--- src/rtl/stopwatch_lap_timer.sv ---
// stopwatch_lap_timer: BCD MM:SS stopwatch with count-down, adjust mode and a lap-capture FIFO.
module stopwatch_lap_timer #(
  parameter int MIN_MAX   = 59,
  parameter int LAP_DEPTH = 4,
  parameter int LAP_CW    = 3
) (
  input  logic              clk_100mhz,
  input  logic              rst,
  input  logic              tick_1hz,
  input  logic              tick_2hz,
  input  logic              btn_run,
  input  logic              btn_lap,
  input  logic              sw_adj,
  input  logic              sw_sel,
  input  logic              sw_down,
  input  logic              lap_rd,
  output logic [3:0]        bcd_min_tens,
  output logic [3:0]        bcd_min_ones,
  output logic [3:0]        bcd_sec_tens,
  output logic [3:0]        bcd_sec_ones,
  output logic [15:0]       lap_data,
  output logic              lap_valid,
  output logic [LAP_CW-1:0] lap_count,
  output logic              lap_ovf,
  output logic              done,
  output logic [1:0]        state_out,
  output logic              is_adj,
  output logic              is_sel_sec
);
  localparam int AW = $clog2(LAP_DEPTH);
  localparam logic [7:0] MMAX = 8'((MIN_MAX / 10) * 16 + MIN_MAX % 10);
  typedef enum logic [1:0] {IDLE = 2'b00, RUN = 2'b01, ADJ = 2'b10, DONE = 2'b11} state_t;
  function automatic logic [7:0] bcd_inc(input logic [7:0] v, input logic [7:0] mx);
    return v == mx ? 8'h00 : v[3:0] == 4'd9 ? {v[7:4] + 4'd1, 4'h0} : v + 8'd1;
  endfunction
  function automatic logic [7:0] bcd_dec(input logic [7:0] v, input logic [7:0] mx);
    return v == 8'h00 ? mx : v[3:0] == 4'd0 ? {v[7:4] - 4'd1, 4'h9} : v - 8'd1;
  endfunction
  state_t            state_q;
  logic [7:0]        min_q, sec_q;
  logic              done_q, run_q, lap_q, sel_q, ovf_q;
  logic [AW-1:0]     wp_q, rp_q;
  logic [LAP_CW-1:0] cnt_q;
  logic [15:0]       mem_q [LAP_DEPTH];
  logic              run_e, lap_e, push, pop, full, wr, flush, at_zero, dn_zero;
  logic [7:0]        up_min, up_sec, dn_min, dn_sec;
  assign run_e   = btn_run & ~run_q;
  assign lap_e   = btn_lap & ~lap_q;
  assign up_sec  = bcd_inc(sec_q, 8'h59);
  assign up_min  = sec_q == 8'h59 ? bcd_inc(min_q, MMAX) : min_q;
  assign dn_sec  = bcd_dec(sec_q, 8'h59);
  assign dn_min  = sec_q == 8'h00 ? bcd_dec(min_q, MMAX) : min_q;
  assign at_zero = {min_q, sec_q} == 16'h0;
  assign dn_zero = {dn_min, dn_sec} == 16'h0;
  assign push    = lap_e & (state_q == RUN) & ~sw_adj;
  assign pop     = lap_rd & (cnt_q != '0);
  assign full    = cnt_q == LAP_CW'(LAP_DEPTH);
  assign wr      = push & (~full | pop);
  assign flush   = (state_q == IDLE) & ~sw_adj & ~run_e & lap_e;
  always_ff @(posedge clk_100mhz)
    if (wr && !flush) mem_q[wp_q] <= {min_q, sec_q};
  always_ff @(posedge clk_100mhz) begin
    if (rst) begin
      state_q <= IDLE;
      min_q   <= '0;
      sec_q   <= '0;
      done_q  <= 1'b0;
      run_q   <= 1'b0;
      lap_q   <= 1'b0;
      sel_q   <= 1'b0;
      ovf_q   <= 1'b0;
      wp_q    <= '0;
      rp_q    <= '0;
      cnt_q   <= '0;
    end else begin
      run_q <= btn_run;
      lap_q <= btn_lap;
      sel_q <= sw_sel;
      if (flush) begin
        wp_q  <= '0;
        rp_q  <= '0;
        cnt_q <= '0;
        ovf_q <= 1'b0;
      end else begin
        if (wr) wp_q <= wp_q + AW'(1);
        if (pop) rp_q <= rp_q + AW'(1);
        if (push && full && !pop) ovf_q <= 1'b1;
        cnt_q <= cnt_q + LAP_CW'(wr) - LAP_CW'(pop);
      end
      case (state_q)
        IDLE:
          if (sw_adj) state_q <= ADJ;
          else if (run_e) state_q <= RUN;
          else if (lap_e) begin
            min_q <= '0;
            sec_q <= '0;
          end
        RUN:
          if (sw_adj) state_q <= ADJ;
          else begin
            if (tick_1hz && !sw_down) begin
              min_q <= up_min;
              sec_q <= up_sec;
            end
            if (tick_1hz && sw_down && !at_zero) begin
              min_q <= dn_min;
              sec_q <= dn_sec;
            end
            // a run edge wins the state even when the same tick would finish the count-down
            if (run_e) state_q <= IDLE;
            else if (tick_1hz && sw_down && (at_zero || dn_zero)) begin
              state_q <= DONE;
              done_q  <= 1'b1;
            end
          end
        ADJ:
          if (!sw_adj) state_q <= IDLE;
          else if (tick_2hz && btn_run) begin
            if (sw_sel) sec_q <= bcd_inc(sec_q, 8'h59);
            else min_q <= bcd_inc(min_q, MMAX);
          end
        DONE:
          if (sw_adj || run_e) begin
            state_q <= sw_adj ? ADJ : IDLE;
            done_q  <= 1'b0;
          end
      endcase
    end
  end
  assign {bcd_min_tens, bcd_min_ones} = min_q;
  assign {bcd_sec_tens, bcd_sec_ones} = sec_q;
  assign lap_valid  = cnt_q != '0;
  assign lap_data   = lap_valid ? mem_q[rp_q] : 16'h0;
  assign lap_count  = cnt_q;
  assign lap_ovf    = ovf_q;
  assign done       = done_q;
  assign state_out  = state_q;
  assign is_adj     = state_q == ADJ;
  assign is_sel_sec = sel_q;
endmodule

--- config.mk ---
export PLATFORM = sky130hd
export DESIGN_NAME = stopwatch_lap_timer
export DESIGN_NICKNAME = d
export VERILOG_FILES = /design/src/rtl/stopwatch_lap_timer.sv
export SDC_FILE = /design/constraint.sdc
export NUM_CORES = 1
export LEC_CHECK = 0
export ABC_AREA = 1
export BUFFER_PORTS_ARGS = -buffer_cell sky130_fd_sc_hd__buf_2
export CAP_MARGIN = 30
export CORE_MARGIN = 8
export CORE_UTILIZATION = 25
export DETAILED_ROUTE_END_ITERATION = 16
export GPL_ROUTABILITY_DRIVEN = 0
export PLACE_DENSITY_LB_ADDON = 0.2
export SLEW_MARGIN = 20
export SYNTH_ARGS = -nofsm -noshare
export SYNTH_HDL_FRONTEND = slang
export SYNTH_SLANG_ARGS = --single-unit
export TNS_END_PERCENT = 20
--- constraint.sdc ---
create_clock -name clk_100mhz -period 2.91 [get_ports clk_100mhz]
set_clock_uncertainty 0.1 [all_clocks]
set_input_delay 0.1455 -clock clk_100mhz [delete_from_list [all_inputs] [get_ports clk_100mhz]]
set_output_delay 0.1455 -clock clk_100mhz [all_outputs]
set_load 0.005 [all_outputs]
==> results of run 1 <==
-- power by group through the flow --
| stage | Clock (µW) | Combinational [µW] | Sequential, µW |
|---|---|---|---|
| final | 1100 | 1300 | 1550 |
| after global placement | 0 | 1310 | 1580 |
| after global routing | 1200 | 1470 | 1560 |
| after detailed placement | 0 | 1320 | 1580 |
| after CTS | 1140 | 1330 | 1550 |
| after floorplan | 0 | 840 | 1580 |
-- placed cells by master, fill, tap and decap left out, types with 4 or more instances in the layout --
cell type	count
o22ai_1	6
nor3_1	5
buf_4	23
buf_2	51
a21oi_1	42
nor2_1	104
inv_1	54
o21ai_0	51
clkbuf_16	9
nand4_1	8
nand3_1	32
dfxtp_1	32
nand2_2	4
nand2_1	99
xor2_1	4
ha_1	24
edfxtp_1	64
-- what timing repair did --
item,in CTS,in global routing
endpoints found under the setup margin,0,1
resized for setup,0,1
hold buffers,3,0
endpoints found under the hold margin,3,0
-- flip-flops by register name, indices dropped and copies added, names as in the netlist, 2 cells and up, named ones only --
name,count
mem_q,64
min_q,8
sec_q,8
lap_count,3
rp_q,2
state_out,2
wp_q,2
-- area by class of cell --
type                    instances  area (µm²)
well taps                     275         344
repair buffers                 77         458
multi-input cells             426        2360
fillers                      2214       14600
clock buffers                   9         225
clock inverters                 6        43.8
inverters                      59         224
flip-flops and latches         96        2560
-- per-layer routing --
metal	vias to the layer above	wire length (µm)	global-route usage
li1	2164	-	-
met1	2009	6210	0.129
met2	80	7140	0.196
met3	16	712	0.0276
met4	0	266	0.0421
met5	-	0	0
-- worst max path at each step --
| stage | to | depth (start not counted) |
|---|---|---|
| finish | min_q[7] | 13 |
| global route | state_out[1] | 17 |
| CTS | lap_count[2] | 12 |
| detailed placement | lap_count[2] | 12 |
| global placement | lap_count[2] | 12 |
| floorplan | lap_count[2] | 12 |
-- stage by stage --
stage          hold WS, ps  std cells  instance area, µm²  utilization  setup slack (ps)
3_5_place_dp           289        930                5910        0.284               245
4_1_cts               30.4        948                6210        0.298               219
6_report              44.2        948                6220        0.299               261
5_1_grt               52.4        948                6220        0.299              36.3
3_3_place_gp           270        930                5910        0.284               302
2_1_floorplan          170        600                5250            -               230
-- worst register-to-register path, delay by kind of cell (launching register included) --
kind | cells | cell delay [ps]
simple gates | 6 | 730
fa+ha+maj | 1 | 340
buf+inv | 2 | 240
compound gates | 4 | 650
flops | 1 | 530
-- cells by family (layout without fill, tap and decap cells) --
| group | Yosys count | in the layout | share of synthesized area |
|---|---|---|---|
| simple gates | 273 | 273 | 0.238 |
| compound gates | 122 | 122 | 0.139 |
| flops | 96 | 96 | 0.488 |
| buf+inv | 78 | 151 | 0.0638 |
| fa+ha+maj | 25 | 25 | 0.0610 |
| xor+xnor | 6 | 6 | 0.0100 |
==> impl_metrics.env, run 1 <==
export IMPL_run_status="finished, final reports clean"
export IMPL_cts_buffers=9
export IMPL_vias=4269
export IMPL_num_io_pins=52
export IMPL_tritoncts="done"
export IMPL_ys_seq_area_frac=0.488
export IMPL_vias_per_cell=4.50
export IMPL_postSynthAreaPerCell_um2=8.75
export IMPL_fp_dieW_um=161
export IMPL_fin_crit_sh=0.910
export IMPL_critPathBufInv=2
export IMPL_clk_latency_ps=340
export IMPL_vdd_ir_drop_max_mv=0.217
export IMPL_worstHoldStart="lap_rd"
export IMPL_p_comb_frac=0.330
export IMPL_route_detailed_drc=0
export IMPL_yosys_warnings=0
export IMPL_drv_cap=0
export IMPL_clk_path_buf_depth=2
export IMPL_critPathKind="reg -> reg"
export IMPL_crit_path_start_kind="flip-flop"
export IMPL_rows=53
export IMPL_yosys_top_cells_count="nor2_1, nand2_1, edfxtp_1, inv_1, o21ai_0"
export IMPL_coreArea_um2=20800
export IMPL_rr_endpoint="min_q[7]"
export IMPL_maxSlewViolCount=0
export IMPL_cts_root_buf="clkbuf_16"
export IMPL_grt_pass1_wl_um=23000
export IMPL_netlist_area_um2=5250
export IMPL_rsz0062_at_grt="no"
export IMPL_drive_above_1_share=0.180
export IMPL_wl_per_cell_um=15.1
export IMPL_antenna_found_initial=0
export IMPL_cts_sinks=96
export IMPL_portBuffers=51
export IMPL_r2r_start="sec_q[0]"
export IMPL_r2r_cells=13
export IMPL_hpwl_um=10200
export IMPL_synthTopCellsByArea="edfxtp_1, dfxtp_1, nor2_1"
export IMPL_synth_top_cell_by_area="edfxtp_1"
export IMPL_min_to="lap_ovf"
export IMPL_dr_first_iter_drc_count=237
export IMPL_p_sw_uw=1410
export IMPL_arrival_ps=2830
export IMPL_grt_pass1_vias=4299
export IMPL_critical_path_top_delay_family="simple AND/OR/NAND/NOR gates"
export IMPL_internal_power_uw=2540
export IMPL_ys_async_sr_fraction=0
export IMPL_hold_class="in -> reg"
export IMPL_syn_to_final_growth_pct=18.4
export IMPL_max_stage_delay_ps=530
export IMPL_synth_cell_types=48
export IMPL_postSynthNetCount=635
export IMPL_diodes=0
export IMPL_post_synth_top_count_cell="nor2_1"
export IMPL_htree_levels=3
export IMPL_endpoint_kind="flip-flop"
export IMPL_initial_core_util=0.252
export IMPL_worstMarginPinSlew_ps=857
export IMPL_period_needed_ps=2650
export IMPL_required_ps=3090
export IMPL_tns_ps=0
export IMPL_die_h_um=161
export IMPL_synth_seq_cells=96
export IMPL_clk_pin_slew_ps=70
export IMPL_power_per_cell_area_nw_per_um2=635
export IMPL_syn_inst=600
export IMPL_setup_viol=0
export IMPL_grt_usage=0.112
export IMPL_finalPower_uw=3950
export IMPL_synth_edff_count=64
export IMPL_first_pass_iters=5
export IMPL_power_frac_clock=0.278
export IMPL_crit_chain="clkinv_1 > ha_1 > nand2_8 > nor2_8 > nand2_4 > nor2_4 > o21ai_4 > inv_2 > o21ai_4 > o211ai_4 > nor2_4 > nand2_1 > a21oi_2"
export IMPL_p_sw_frac=0.356
export IMPL_netlist_area_leader_share=0.366
export IMPL_synth_top_flop_cell="edfxtp_1"
export IMPL_cts_setup_buffers=0
export IMPL_slowest_stage="dfxtp_1"
export IMPL_pwr_share_seq=0.392
export IMPL_grt_max_degree=33
export IMPL_leakage_uw=0.00254
export IMPL_hold_viol=0
export IMPL_routed_wl_um=14300
export IMPL_crit_start="sec_q[0]"
export IMPL_overflow=0
export IMPL_max_freq_ghz=0.378
export IMPL_r2r_slack_ps=260
export IMPL_dieArea_um2=25900
export IMPL_relSlewSlack=0.428
export IMPL_antenna_left=0
export IMPL_nNetsFinal=704
export IMPL_min_path_cells=4
export IMPL_critPathMaxFanout=18
Note: power is estimated with default switching activity, not from simulation.
==> run 2, diff against run 1 <==
--- a/config.mk
+++ b/config.mk
@@ -6,13 +6,16 @@
 export NUM_CORES = 1
 export LEC_CHECK = 0
 export ABC_AREA = 1
+export ABC_CLOCK_PERIOD_IN_PS = 2910
 export BUFFER_PORTS_ARGS = -buffer_cell sky130_fd_sc_hd__buf_2
 export CAP_MARGIN = 30
 export CORE_MARGIN = 8
 export CORE_UTILIZATION = 25
+export CTS_CLUSTER_SIZE = 14
 export DETAILED_ROUTE_END_ITERATION = 16
 export GPL_ROUTABILITY_DRIVEN = 0
 export PLACE_DENSITY_LB_ADDON = 0.2
+export REMOVE_ABC_BUFFERS = 1
 export SLEW_MARGIN = 20
 export SYNTH_ARGS = -nofsm -noshare
 export SYNTH_HDL_FRONTEND = slang
==> impl_metrics.env, run 2 (same netlist as run 1, synthesis figures left out) <==
export IMPL_setup_ws_ps=292
export IMPL_worstMarginPinSlew_ps=657
export IMPL_p_comb_frac=0.321
export IMPL_maxSlewViolCount=0
export IMPL_hold_class="in -> reg"
export IMPL_reg_largest_list="mem_q x64, min_q x8, sec_q x8"
export IMPL_syn_to_final_growth_pct=19.0
export IMPL_vias_per_cell=4.45
export IMPL_dp_slack_ps=286
export IMPL_leakage_uw=0.00256
export IMPL_internal_power_uw=2650
export IMPL_cts_buffers=9
export IMPL_p_sw_frac=0.343
export IMPL_routed_wl_um=13800
export IMPL_cts_setup_buffers=0
export IMPL_drv_cap=0
export IMPL_worstSetupEndpoint="lap_count[2]"
export IMPL_fillCellCount=2237
export IMPL_crit_start="state_out[1]"
export IMPL_clk_path_buf_depth=2
export IMPL_tns_ps=0
export IMPL_coreArea_um2=20800
export IMPL_largest_register_ffs=64
export IMPL_arrival_ps=2790
export IMPL_p_sw_uw=1380
export IMPL_pwr_share_seq=0.386
export IMPL_r2r_slack_ps=290
export IMPL_htree_levels=3
export IMPL_wl_per_cell_um=14.5
export IMPL_fp_dieW_um=161
export IMPL_vdd_ir_drop_max_mv=0.273
export IMPL_nNetsFinal=705
export IMPL_clk_pin_slew_ps=60
export IMPL_setup_viol=0
export IMPL_power_frac_clock=0.293
export IMPL_tritoncts="done"
export IMPL_cts_sinks=96
export IMPL_rows=53
export IMPL_hold_viol=0
export IMPL_first_pass_iters=6
export IMPL_r2r_cells=12
export IMPL_period_needed_ps=2620
export IMPL_antenna_left=0
export IMPL_max_flop_register="mem_q"
export IMPL_fin_crit_sh=0.900
export IMPL_endpoint_kind="flip-flop"
export IMPL_clk_latency_ps=340
export IMPL_dr_first_iter_drc_count=227
export IMPL_grt_max_degree=29
export IMPL_grt_pass1_vias=4140
export IMPL_die_h_um=161
export IMPL_cts_hold_buf=3
export IMPL_required_ps=3090
export IMPL_portBuffers=51
export IMPL_overflow=0
export IMPL_route_detailed_drc=0
export IMPL_power_per_cell_area_nw_per_um2=645
export IMPL_relSlewSlack=0.561
export IMPL_max_freq_ghz=0.382
export IMPL_drive_above_1_share=0.178
export IMPL_rsz0062_at_grt="no"
export IMPL_r2r_start="state_out[1]"
export IMPL_rr_endpoint="lap_count[2]"
export IMPL_initial_core_util=0.252
export IMPL_grt_usage=0.108
export IMPL_cts_repair_resized=0
export IMPL_critPathKind="reg -> reg"
export IMPL_final_cell_mix="nor2_1, nand2_1, edfxtp_1"
export IMPL_crit_path_start_kind="flip-flop"
export IMPL_dieArea_um2=25900
export IMPL_critPathMaxFanout=5
export IMPL_run_status="finished, final reports clean"
export IMPL_vias=4230
export IMPL_num_io_pins=52
export IMPL_grt_pass1_wl_um=22300
export IMPL_cts_root_buf="clkbuf_16"
export IMPL_antenna_found_initial=0
export IMPL_diodes=0
export IMPL_hpwl_um=9790
export IMPL_final_common_cell="nor2_1"
[run 2: cell type report]
class	instances	area (µm²)	share of cell area
well taps	275	344	0.0551
clock buffers	11	243	0.0388
repair buffers	78	465	0.0745
multi-input cells	426	2350	0.377
flip-flops and latches	96	2560	0.410
clock inverters	5	55.1	0.00881
inverters	59	224	0.0358
[run 2: critical path: stages, from the launching register on]
cell	delay, ps
dfxtp_1	340
inv_1	110
ha_1	170
inv_1	50
nor3_1	260
nand2_1	180
ha_1	310
inv_1	60
ha_1	130
inv_1	40
fa_1	370
or2_2	300
a21oi_1	110
[run 2: worst min-delay path by stage]
stage | startpoint | to | slack (ps) | depth (start not counted)
2_1_floorplan | rst | done | 110 | 1
3_3_place_gp | btn_lap | lap_q | 270 | 3
3_5_place_dp | btn_lap | lap_q | 280 | 3
4_1_cts | lap_rd | lap_ovf | 30 | 4
5_1_grt | lap_rd | lap_ovf | 60 | 4
6_report | lap_rd | lap_ovf | 40 | 4
[run 2: per-layer routing]
| metal | GRT usage | vias to the layer above | share of wire |
|---|---|---|---|
| met5 | 0 | - | 0 |
| met4 | 0.0324 | 0 | 0.011 |
| met3 | 0.0241 | 12 | 0.039 |
| met2 | 0.176 | 80 | 0.46 |
| met1 | 0.141 | 1978 | 0.49 |
| li1 | - | 2160 | - |
[run 2: power by group through the flow]
stage          Sequential (µW)  Clock [µW]  Combinational [µW]
5_1_grt                   1560        1280                1470
2_1_floorplan             1610           0                 775
4_1_cts                   1550        1230                1320
3_3_place_gp              1580           0                1300
3_5_place_dp              1580           0                1310
6_report                  1550        1180                1290
[run 2: through the flow]
step / utilization / hold slack (ps) / area, µm² / cells / power, µW
6_report: 0.300 / 40.2 / 6250 / 950 / 4030
5_1_grt: 0.300 / 62.8 / 6250 / 950 / 4310
4_1_cts: 0.300 / 34.9 / 6250 / 950 / 4110
3_5_place_dp: 0.284 / 277 / 5920 / 931 / 2900
3_3_place_gp: 0.284 / 266 / 5920 / 931 / 2880
2_1_floorplan: - / 108 / 5140 / 581 / 2380
==> run 3, diff against run 2 <==
--- a/config.mk
+++ b/config.mk
@@ -8,8 +8,7 @@
 export ABC_AREA = 1
 export ABC_CLOCK_PERIOD_IN_PS = 2910
 export BUFFER_PORTS_ARGS = -buffer_cell sky130_fd_sc_hd__buf_2
-export CAP_MARGIN = 30
-export CORE_MARGIN = 8
+export CORE_MARGIN = 2
 export CORE_UTILIZATION = 25
 export CTS_CLUSTER_SIZE = 14
 export DETAILED_ROUTE_END_ITERATION = 16
==> constraint.sdc (replaced) <==
create_clock -name clk_100mhz -period 2.91 [get_ports clk_100mhz]
set_clock_uncertainty 0.1 [all_clocks]
set_input_delay 0.1455 -clock clk_100mhz [delete_from_list [all_inputs] [get_ports clk_100mhz]]
set_output_delay 0.1455 -clock clk_100mhz [all_outputs]
set_load 0.1 [all_outputs]
==> impl_metrics.env, run 3 (same netlist as run 1, synthesis figures left out) <==
export IMPL_drive_above_1_share=0.183
export IMPL_route_detailed_drc=0
export IMPL_top_layer_used="met4"
export IMPL_final_instance_count_excl_fill=953
export IMPL_p_sw_frac=0.495
export IMPL_fin_crit_sh=0.911
export IMPL_tritoncts="done"
export IMPL_arrival_ps=2830
export IMPL_reg_largest_list="mem_q x64, min_q x8, sec_q x8"
export IMPL_min_to="lap_ovf"
export IMPL_route_met2_wl_um=6230
export IMPL_grt_max_degree=31
export IMPL_crit_path_start_kind="flip-flop"
export IMPL_hold_class="in -> reg"
export IMPL_clk_pin_slew_ps=70
export IMPL_antenna_left=0
export IMPL_worstMarginPinSlew_ps=604
export IMPL_vias=4257
export IMPL_p_comb_frac=0.468
export IMPL_wl_met3_um=638
export IMPL_largest_register_ffs=64
export IMPL_grt_pass1_vias=4067
export IMPL_hold_viol=0
export IMPL_dieArea_um2=22200
export IMPL_vdd_ir_drop_max_mv=0.373
export IMPL_die_h_um=149
export IMPL_num_io_pins=52
export IMPL_finalPower_uw=5240
export IMPL_overflow=0
export IMPL_final_cell_mix="nor2_1, nand2_1, edfxtp_1"
export IMPL_cts_repair_resized=0
export IMPL_min_path_cells=4
export IMPL_fillCellCount=2220
export IMPL_cts_hold_buf=3
export IMPL_cts_buffers=9
export IMPL_htree_levels=3
export IMPL_first_pass_iters=6
export IMPL_critPathKind="reg -> reg"
export IMPL_grt_pass1_wl_um=21600
export IMPL_worstHoldStart="lap_rd"
export IMPL_fp_dieW_um=149
export IMPL_vias_per_cell=4.47
export IMPL_r2r_slack_ps=260
export IMPL_max_flop_register="mem_q"
export IMPL_r2r_start="state_out[1]"
export IMPL_internal_power_uw=2650
export IMPL_critPathMaxFanout=5
export IMPL_syn_to_final_growth_pct=19.5
export IMPL_drv_cap=0
export IMPL_cts_root_buf="clkbuf_16"
export IMPL_dr_first_iter_drc_count=261
export IMPL_seq_area_um2=2560
export IMPL_antenna_found_initial=0
export IMPL_rr_endpoint="lap_count[2]"
export IMPL_required_ps=3080
export IMPL_power_frac_clock=0.237
export IMPL_setup_viol=0
export IMPL_p_sw_uw=2590
export IMPL_relSlewSlack=0.597
export IMPL_wl_per_cell_um=14.1
export IMPL_worst_hold_slack_ps=27.2
export IMPL_coreArea_um2=20800
export IMPL_cts_sinks=96
export IMPL_clk_path_buf_depth=2
export IMPL_wl_met1_um=6350
export IMPL_rsz0062_at_grt="no"
export IMPL_max_freq_ghz=0.377
export IMPL_r2r_cells=12
export IMPL_nNetsFinal=708
export IMPL_run_status="finished, final reports clean"
export IMPL_clk_latency_ps=350
export IMPL_multi_input_area_um2=2350
export IMPL_pwr_share_seq=0.295
export IMPL_grt_usage=0.127
export IMPL_power_per_cell_area_nw_per_um2=835
export IMPL_dp_cells=934
export IMPL_endpoint_kind="flip-flop"
export IMPL_initial_core_util=0.252
export IMPL_rows=53
export IMPL_hpwl_um=9510
export IMPL_final_common_cell="nor2_1"
export IMPL_diodes=0
export IMPL_cts_setup_buffers=0
export IMPL_period_needed_ps=2650
export IMPL_routed_wl_um=13400
export IMPL_maxSlewViolCount=0
export IMPL_portBuffers=51
export IMPL_leakage_uw=0.00258
[run 3: cell count changes in the layout (fill, tap and decap cells not counted), sizes merged]
| cell | change |
|---|---|
| buf | +3 |
| inv | +2 |
| clkbuf | -1 |
| clkinvlp | -1 |
[run 3: per-stage QoR]
| step | setup slack (ps) | utilization | setup TNS (ps) | area, µm² |
|---|---|---|---|---|
| after global routing | 72.7 | 0.301 | 0 | 6280 |
| after global placement | 375 | 0.285 | 0 | 5940 |
| final | 259 | 0.301 | 0 | 6280 |
| after detailed placement | 236 | 0.285 | 0 | 5940 |
| after floorplan | -1380 | - | -60630 | 5140 |
| after CTS | 221 | 0.301 | 0 | 6280 |
[run 3: power groups by stage]
stage / sequential (µW) / combinational (µW) / clock, µW
after floorplan: 1840 / 1690 / 0
after global placement: 1570 / 2460 / 0
after detailed placement: 1580 / 2460 / 0
after CTS: 1550 / 2480 / 1280
after global routing: 1550 / 2620 / 1340
final: 1540 / 2450 / 1240
[run 3: how the worst max path moves through the flow]
stage | cells after the start | slack [ps] | from | endpoint
3_5_place_dp | 12 | 240 | state_out[1] | lap_count[2]
2_1_floorplan | 4 | -1380 | lap_count[1] | lap_data[0]
6_report | 12 | 260 | state_out[1] | lap_count[2]
4_1_cts | 12 | 220 | state_out[1] | lap_count[2]
3_3_place_gp | 12 | 370 | state_out[1] | lap_count[2]
5_1_grt | 12 | 70 | state_out[1] | lap_count[2]
[run 3: critical path, cell delays in order, from the launching register on]
cell and delay, ps:
dfxtp_1 350, inv_1 110, ha_1 170, inv_1 50, nor3_1 270, nand2_1 180
ha_1 300, inv_1 50, ha_1 130, inv_1 50, fa_1 380, or2_2 300
a21oi_1 130
[run 3: area by class of cell]
| type | instances | area share |
|---|---|---|
| tap | 275 | 0.0548 |
| clock inverter | 6 | 0.0120 |
| inverter | 59 | 0.0357 |
| multi-input combinational | 426 | 0.375 |
| sequential | 96 | 0.408 |
| timing repair buffer | 81 | 0.0777 |
| clock buffer | 10 | 0.0365 |
[run 3: per-layer routing]
metal | vias up | track usage
li1 | 2176 | -
met1 | 1965 | 0.167
met2 | 102 | 0.207
met3 | 14 | 0.0321
met4 | 0 | 0.0352
met5 | - | 0
